File: config.mk
export PLATFORM = sky130hd
export DESIGN_NAME = pipelined_add_multiply_xor_invert
export DESIGN_NICKNAME = d
export VERILOG_FILES = /design/src/rtl/add_multiply_xor_pkg.sv /design/src/rtl/newton_inv_step.sv /design/src/rtl/pipelined_add_multiply_xor_invert.sv
export SDC_FILE = /design/constraint.sdc
export NUM_CORES = 2
export LEC_CHECK = 0
export BUFFER_PORTS_ARGS = -buffer_cell sky130_fd_sc_hd__buf_2
export CORE_UTILIZATION = 60
export CTS_BUF_LIST = sky130_fd_sc_hd__clkbuf_2 sky130_fd_sc_hd__clkbuf_4 sky130_fd_sc_hd__clkbuf_8
export CTS_CLUSTER_DIAMETER = 80
export CTS_CLUSTER_SIZE = 28
export DETAILED_ROUTE_END_ITERATION = 8
export PLACE_DENSITY = 0.73
export SLEW_MARGIN = 20
export SYNTH_ARGS = -nofsm -noshare
export SYNTH_HDL_FRONTEND = slang
export SYNTH_SLANG_ARGS = --single-unit
File: constraint.sdc
create_clock -name clk -period 13.5 [get_ports clk]
set_clock_uncertainty 0.05 [all_clocks]
set_input_delay 0 -clock clk [delete_from_list [all_inputs] [get_ports clk]]
set_output_delay 0 -clock clk [all_outputs]
set_load 0.02 [all_outputs]
File: src/rtl/add_multiply_xor_pkg.sv
// Shared types and constants for the pipelined add/multiply/xor inverter.
// A stage payload travels through every pipeline register of the block.
package add_multiply_xor_pkg;

  localparam int WIDTH_DEFAULT = 16;
  localparam int NEWTON_ITERS  = 3;
  localparam int LATENCY       = 6;

  typedef logic [WIDTH_DEFAULT-1:0] word_t;

  typedef struct packed {
    logic  valid;
    word_t t;
    word_t x;
    word_t b;
    word_t c;
    logic  err;
  } stage_t;

  // One Newton refinement of the inverse estimate x of c: x * (2 - c*x) mod 2^W.
  function automatic word_t newton_step(input word_t x, input word_t c);
    word_t cx;
    cx = c * x;
    return x * (word_t'(2) - cx);
  endfunction

endpackage

File: src/rtl/newton_inv_step.sv
// One registered Newton stage: refines the inverse estimate carried in the payload.
// The whole payload freezes while hold is high.
module newton_inv_step
  import add_multiply_xor_pkg::*;
(
  input  logic   clk,
  input  logic   rst,
  input  logic   hold,
  input  stage_t stage_in,
  output stage_t stage_out
);

  stage_t stage_d;
  stage_t stage_q;

  always_comb begin
    stage_d   = stage_in;
    stage_d.x = newton_step(stage_in.x, stage_in.c);
  end

  always_ff @(posedge clk) begin
    if (rst) begin
      stage_q.valid <= 1'b0;
    end else if (!hold) begin
      stage_q <= stage_d;
    end
  end

  assign stage_out = stage_q;

endmodule

File: src/rtl/pipelined_add_multiply_xor_invert.sv
// Six-stage pipeline recovering a from y = ((a+b)*c) ^ d mod 2^16.
// The inverse of c is obtained by three Newton steps seeded with c itself.
module pipelined_add_multiply_xor_invert
  import add_multiply_xor_pkg::*;
#(
  parameter int WIDTH = WIDTH_DEFAULT
) (
  input  logic             clk,
  input  logic             rst,
  input  logic             in_valid,
  output logic             in_ready,
  input  logic [WIDTH-1:0] y,
  input  logic [WIDTH-1:0] b,
  input  logic [WIDTH-1:0] c,
  input  logic [WIDTH-1:0] d,
  output logic             out_valid,
  input  logic             out_ready,
  output logic [WIDTH-1:0] a_out,
  output logic             inv_err
);

  logic   stall;
  stage_t s1_d, s1_q;
  stage_t s2_q, s3_q, s4_q;
  stage_t s5_d, s5_q;
  logic             out_valid_d, out_valid_q;
  logic [WIDTH-1:0] a_out_d, a_out_q;
  logic             inv_err_d, inv_err_q;

  // Reset overrides the stall so the source is never blocked during reset.
  assign stall    = out_valid_q && !out_ready && !rst;
  assign in_ready = !stall;

  always_comb begin
    s1_d.valid = in_valid;
    s1_d.t     = y ^ d;
    s1_d.x     = c;
    s1_d.b     = b;
    s1_d.c     = c;
    s1_d.err   = ~c[0];
  end

  always_ff @(posedge clk) begin
    if (rst) begin
      s1_q.valid <= 1'b0;
    end else if (!stall) begin
      s1_q <= s1_d;
    end
  end

  newton_inv_step u_newton1 (.clk(clk), .rst(rst), .hold(stall), .stage_in(s1_q), .stage_out(s2_q));
  newton_inv_step u_newton2 (.clk(clk), .rst(rst), .hold(stall), .stage_in(s2_q), .stage_out(s3_q));
  newton_inv_step u_newton3 (.clk(clk), .rst(rst), .hold(stall), .stage_in(s3_q), .stage_out(s4_q));

  always_comb begin
    s5_d   = s4_q;
    s5_d.t = s4_q.t * s4_q.x;
  end

  always_ff @(posedge clk) begin
    if (rst) begin
      s5_q.valid <= 1'b0;
    end else if (!stall) begin
      s5_q <= s5_d;
    end
  end

  // An even c has no inverse, so its result is forced to zero and flagged.
  always_comb begin
    out_valid_d = s5_q.valid;
    inv_err_d   = s5_q.err;
    a_out_d     = s5_q.err ? '0 : s5_q.t - s5_q.b;
  end

  always_ff @(posedge clk) begin
    if (rst) begin
      out_valid_q <= 1'b0;
      a_out_q     <= '0;
      inv_err_q   <= 1'b0;
    end else if (!stall) begin
      out_valid_q <= out_valid_d;
      a_out_q     <= a_out_d;
      inv_err_q   <= inv_err_d;
    end
  end

  assign out_valid = out_valid_q;
  assign a_out     = a_out_q;
  assign inv_err   = inv_err_q;

endmodule

==> PnR_summary.wiki <==
{| class="wikitable"
! Metric !! Value
|-
| Status || completed
|-
| Routed vias/inst || 5.16
|-
| Distinct cell type count after synthesis || 57
|-
| Remaining DRCs || 0
|-
| Instance area at placement || 0.0376 sq mm
|-
| Total number of placement rows || 89
|-
| Leading cell type in the layout, fill and taps excluded || sky130_fd_sc_hd__inv_1
|-
| Post-route fraction of the period consumed by the critical path || 79.5%
|-
| Family with the most delay on the worst path || adder cells
|-
| CTS-repair resized insts || 0
|-
| Arrival time of data at the critical path endpoint || 11,050 ps
|-
| Clock Root Buffer || sky130_fd_sc_hd__clkbuf_8
|-
| Antenna Nets Post-Route || 0
|-
| Via count || 23.5k
|-
| Endpoint class of the critical path || flop
|-
| Met3 Wirelength || 3450 microns
|-
| Slowest Stage Delay on Critical Path || 1020 ps
|-
| Highest Clock Rate || 0.0932 GHz
|-
| Startpoint of the lowest-slack hold path || c[5]
|-
| Number of hold buffers added after cts || 83
|-
| Total Negative Setup Slacks || 0 ps
|-
| First drt pass iteration count || 7
|-
| Fin. max-slew vios || 0
|-
| Number of antenna violations at the first check in global routing || 1
|-
| GRT overflow || 0
|-
| Total track usage || 25.6%
|-
| Non-Filler Cell Area, Final || 0.0390 sq mm
|-
| Sum of routed wire segments on met1 || 32,200 microns
|-
| Minimum clock period || 10,730 ps
|-
| Worst-path maximum fanout || 25
|-
| Clock tree from TritonCTS || done
|-
| Core region area || 0.0596 sq mm
|-
| Routed wire per std cell || 16.4 microns
|-
| Buffers added on ports || 86
|-
| Depth of the CTS H-tree || 1
|-
| Number of nets produced by synthesis || 4,675
|-
| Flip-flop and latch count after synthesis || 282
|-
| CP Launch Point || u_newton2.stage_out[36]$_DFFE_PP_
|-
| Via count of the first global-routing pass || 25.2k
|-
| Top_reg_cell synth || sky130_fd_sc_hd__edfxtp_1
|-
| Width of the die || 249 microns
|-
| Hold crit path type || in -> reg
|-
| Avg Synthesized Cell Area || 9.95 sq um
|-
| Number of primary I/O pins || 87
|-
| CP bufs+invs || 5
|-
| Fin. Hold Viols || 0
|-
| Post-synthesis instance area || 0.0365 sq mm
|-
| Tightest slew margin relative to the limit || 31.2%
|-
| CTS max path bufs || 3
|-
| Detailed Place HPWL || 57,000 microns
|-
| Synthesized instance count || 3,665
|-
| Most used cells in the layout excluding fill and tap cells || sky130_fd_sc_hd__inv_1 (899), sky130_fd_sc_hd__fa_1 (555), sky130_fd_sc_hd__nand2_1 (518)
|-
| Classification of the worst setup path || reg -> reg
|-
| Number of setup buffers added after CTS || 0
|-
| Clk slew on worst S/H paths || 120 ps
|-
| DP Worst Slack || 2800 ps
|-
| Fraction of the core area covered by cells at the end of the flow || 65.4%
|-
| Global-route wire length before repair || 127,000 microns
|-
| Starting density of the core || 61.2%
|-
| Proportion of layout cells with a drive suffix above 1 || 4.58%
|-
| Setup repair after global routing missed its margin || false
|-
| EDFF count, synth || 259
|-
| Max-cap violations || 0
|-
| Pin count of the biggest net entering global routing || 179
|-
| Ys Warns || 0
|-
| Worst EP required || 13,820 ps
|-
| Worst path most repeated cell || sky130_fd_sc_hd__fa_1
|-
| Number of sinks on the clock net || 282
|-
| Chip height || 249 microns
|-
| CTS buffer count || 21
|-
| Final setup violating endpoints || 0
|-
| P&R area growth vs syn || 6.89%
|-
| Clock network latency to the later pin of the worst-skew pair || 640 ps
|-
| Total wirelength of the detailed-routed design || 74,800 microns
|-
| Post-synth ARST share || 0%
|-
| Floorplan die area || 0.0618 sq mm
|-
| Proportion of synthesized chip area in sequential cells || 22.6%
|-
| Uppermost routed layer || met4
|-
| Number of violations reported at the end of detailed-routing iteration 0 || 1,103
|-
| Critical path launch point type || flop
|-
| Fill cell count || 4,775
|-
| Total number of nets in the final design || 4,776
|-
| Actual transition at the worst max-transition pin || 1030 ps
|-
| Wire length on met2 || 37,600 microns
|-
| Worst r2r src || u_newton2.stage_out[36]$_DFFE_PP_
|-
| RD Place Congestion || 0.869
|-
| Standard cell with the maximum stage delay on the critical path || sky130_fd_sc_hd__edfxtp_1
|-
| Setup WS post-layout || 2770 ps
|}
==> metrics by stage <==
stage	hold WS [ps]	std cells
2_1_floorplan	22.4	3665
3_3_place_gp	126	4433
3_5_place_dp	129	4433
4_1_cts	3.23	4554
5_1_grt	19.5	4555
6_report	38.3	4555
==> cell type report <==
| type | instances | area, sq um | area share [%] |
|---|---|---|---|
| diodes | 1 | 2.50 | 0.00642 |
| multi-input cells | 2367 | 24400 | 62.6 |
| flip-flops and latches | 282 | 8240 | 21.1 |
| well taps | 773 | 967 | 2.48 |
| inverters | 899 | 3370 | 8.66 |
| clock inverters | 14 | 205 | 0.527 |
| clock buffers | 24 | 312 | 0.799 |
| repair buffers | 195 | 1470 | 3.77 |
==> synthesized netlist by cell type (5+ instances only) <==
master	count	area share [%]
sky130_fd_sc_hd__nand2b_1	34	0.58
sky130_fd_sc_hd__nand2_1	518	5.3
sky130_fd_sc_hd__a31oi_1	5	0.086
sky130_fd_sc_hd__ha_1	387	13
sky130_fd_sc_hd__o21ai_0	45	0.62
sky130_fd_sc_hd__and2_1	293	5.0
sky130_fd_sc_hd__fa_1	555	30
sky130_fd_sc_hd__nand3_1	10	0.14
sky130_fd_sc_hd__clkbuf_1	110	1.1
sky130_fd_sc_hd__a22o_1	7	0.17
sky130_fd_sc_hd__nor2_1	39	0.40
sky130_fd_sc_hd__edfxtp_1	259	21
sky130_fd_sc_hd__inv_1	899	9.3
sky130_fd_sc_hd__o21a_1	9	0.19
sky130_fd_sc_hd__nor3_1	10	0.14
sky130_fd_sc_hd__a21o_1	23	0.47
sky130_fd_sc_hd__dfxtp_1	23	1.3
sky130_fd_sc_hd__a211oi_1	6	0.12
sky130_fd_sc_hd__o21bai_1	15	0.31
sky130_fd_sc_hd__xnor3_1	7	0.43
sky130_fd_sc_hd__a21oi_1	48	0.66
sky130_fd_sc_hd__nor2b_1	30	0.51
sky130_fd_sc_hd__xor2_1	66	1.6
sky130_fd_sc_hd__o21ai_1	5	0.069
sky130_fd_sc_hd__xnor2_1	209	5.0
==> kinds of logic (layout without fill, tap and decap cells) <==
logic type	count (synthesis)	in the layout	share of synthesized area, %
compound gates	181	181	3.18
fa+ha+maj	942	942	43.8
mux	1	1	0.0275
xor+xnor	289	289	7.38
flops	282	282	22.6
simple gates	952	952	12.5
buf+inv	1016	1132	10.5
other cells	2	3	0.0206
==> path summary, 6_finish.rpt <==
| kind | end | slack (ps) | cells past startpoint |
|---|---|---|---|
| max | u_newton3.stage_out[48]$_DFFE_PP_ | 2770 | 34 |
| min | s1_q[6]$_DFFE_PP_ | 40 | 2 |
| max reg2reg | u_newton3.stage_out[48]$_DFFE_PP_ | 2770 | 34 |
| min reg2reg | u_newton3.stage_out[18]$_DFFE_PP_ | 340 | 0 |
==> sequential cells by signal, summed over array words and instances, names as in the netlist, 16 cells and up <==
register	count
a_out	16
s1_q	50
u_newton3.stage_out	50
s5_q	32
u_newton1.stage_out	65
u_newton2.stage_out	65
==> per-layer routing <==
layer,vias to the layer above,track usage (%)
li1,11100,-
met1,11800,34.1
met2,495,45.1
met3,90,2.87
met4,0,5.73
met5,-,0
==> worst register-to-register path: cells and delay by family, from the launching register on <==
family                   cells  cell delay [ps]
buffers and inverters        5              270
adder cells (fa/ha/maj)     13             6000
flip-flops                   1             1020
AND/OR/NAND/NOR              3              550
XOR/XNOR                    12             2300
AO/OA/AOI/OAI                1              310
Power is left out: the tool's default activity adds up to more than one toggle a clock period on the data nets, which glitch-free logic cannot reach.
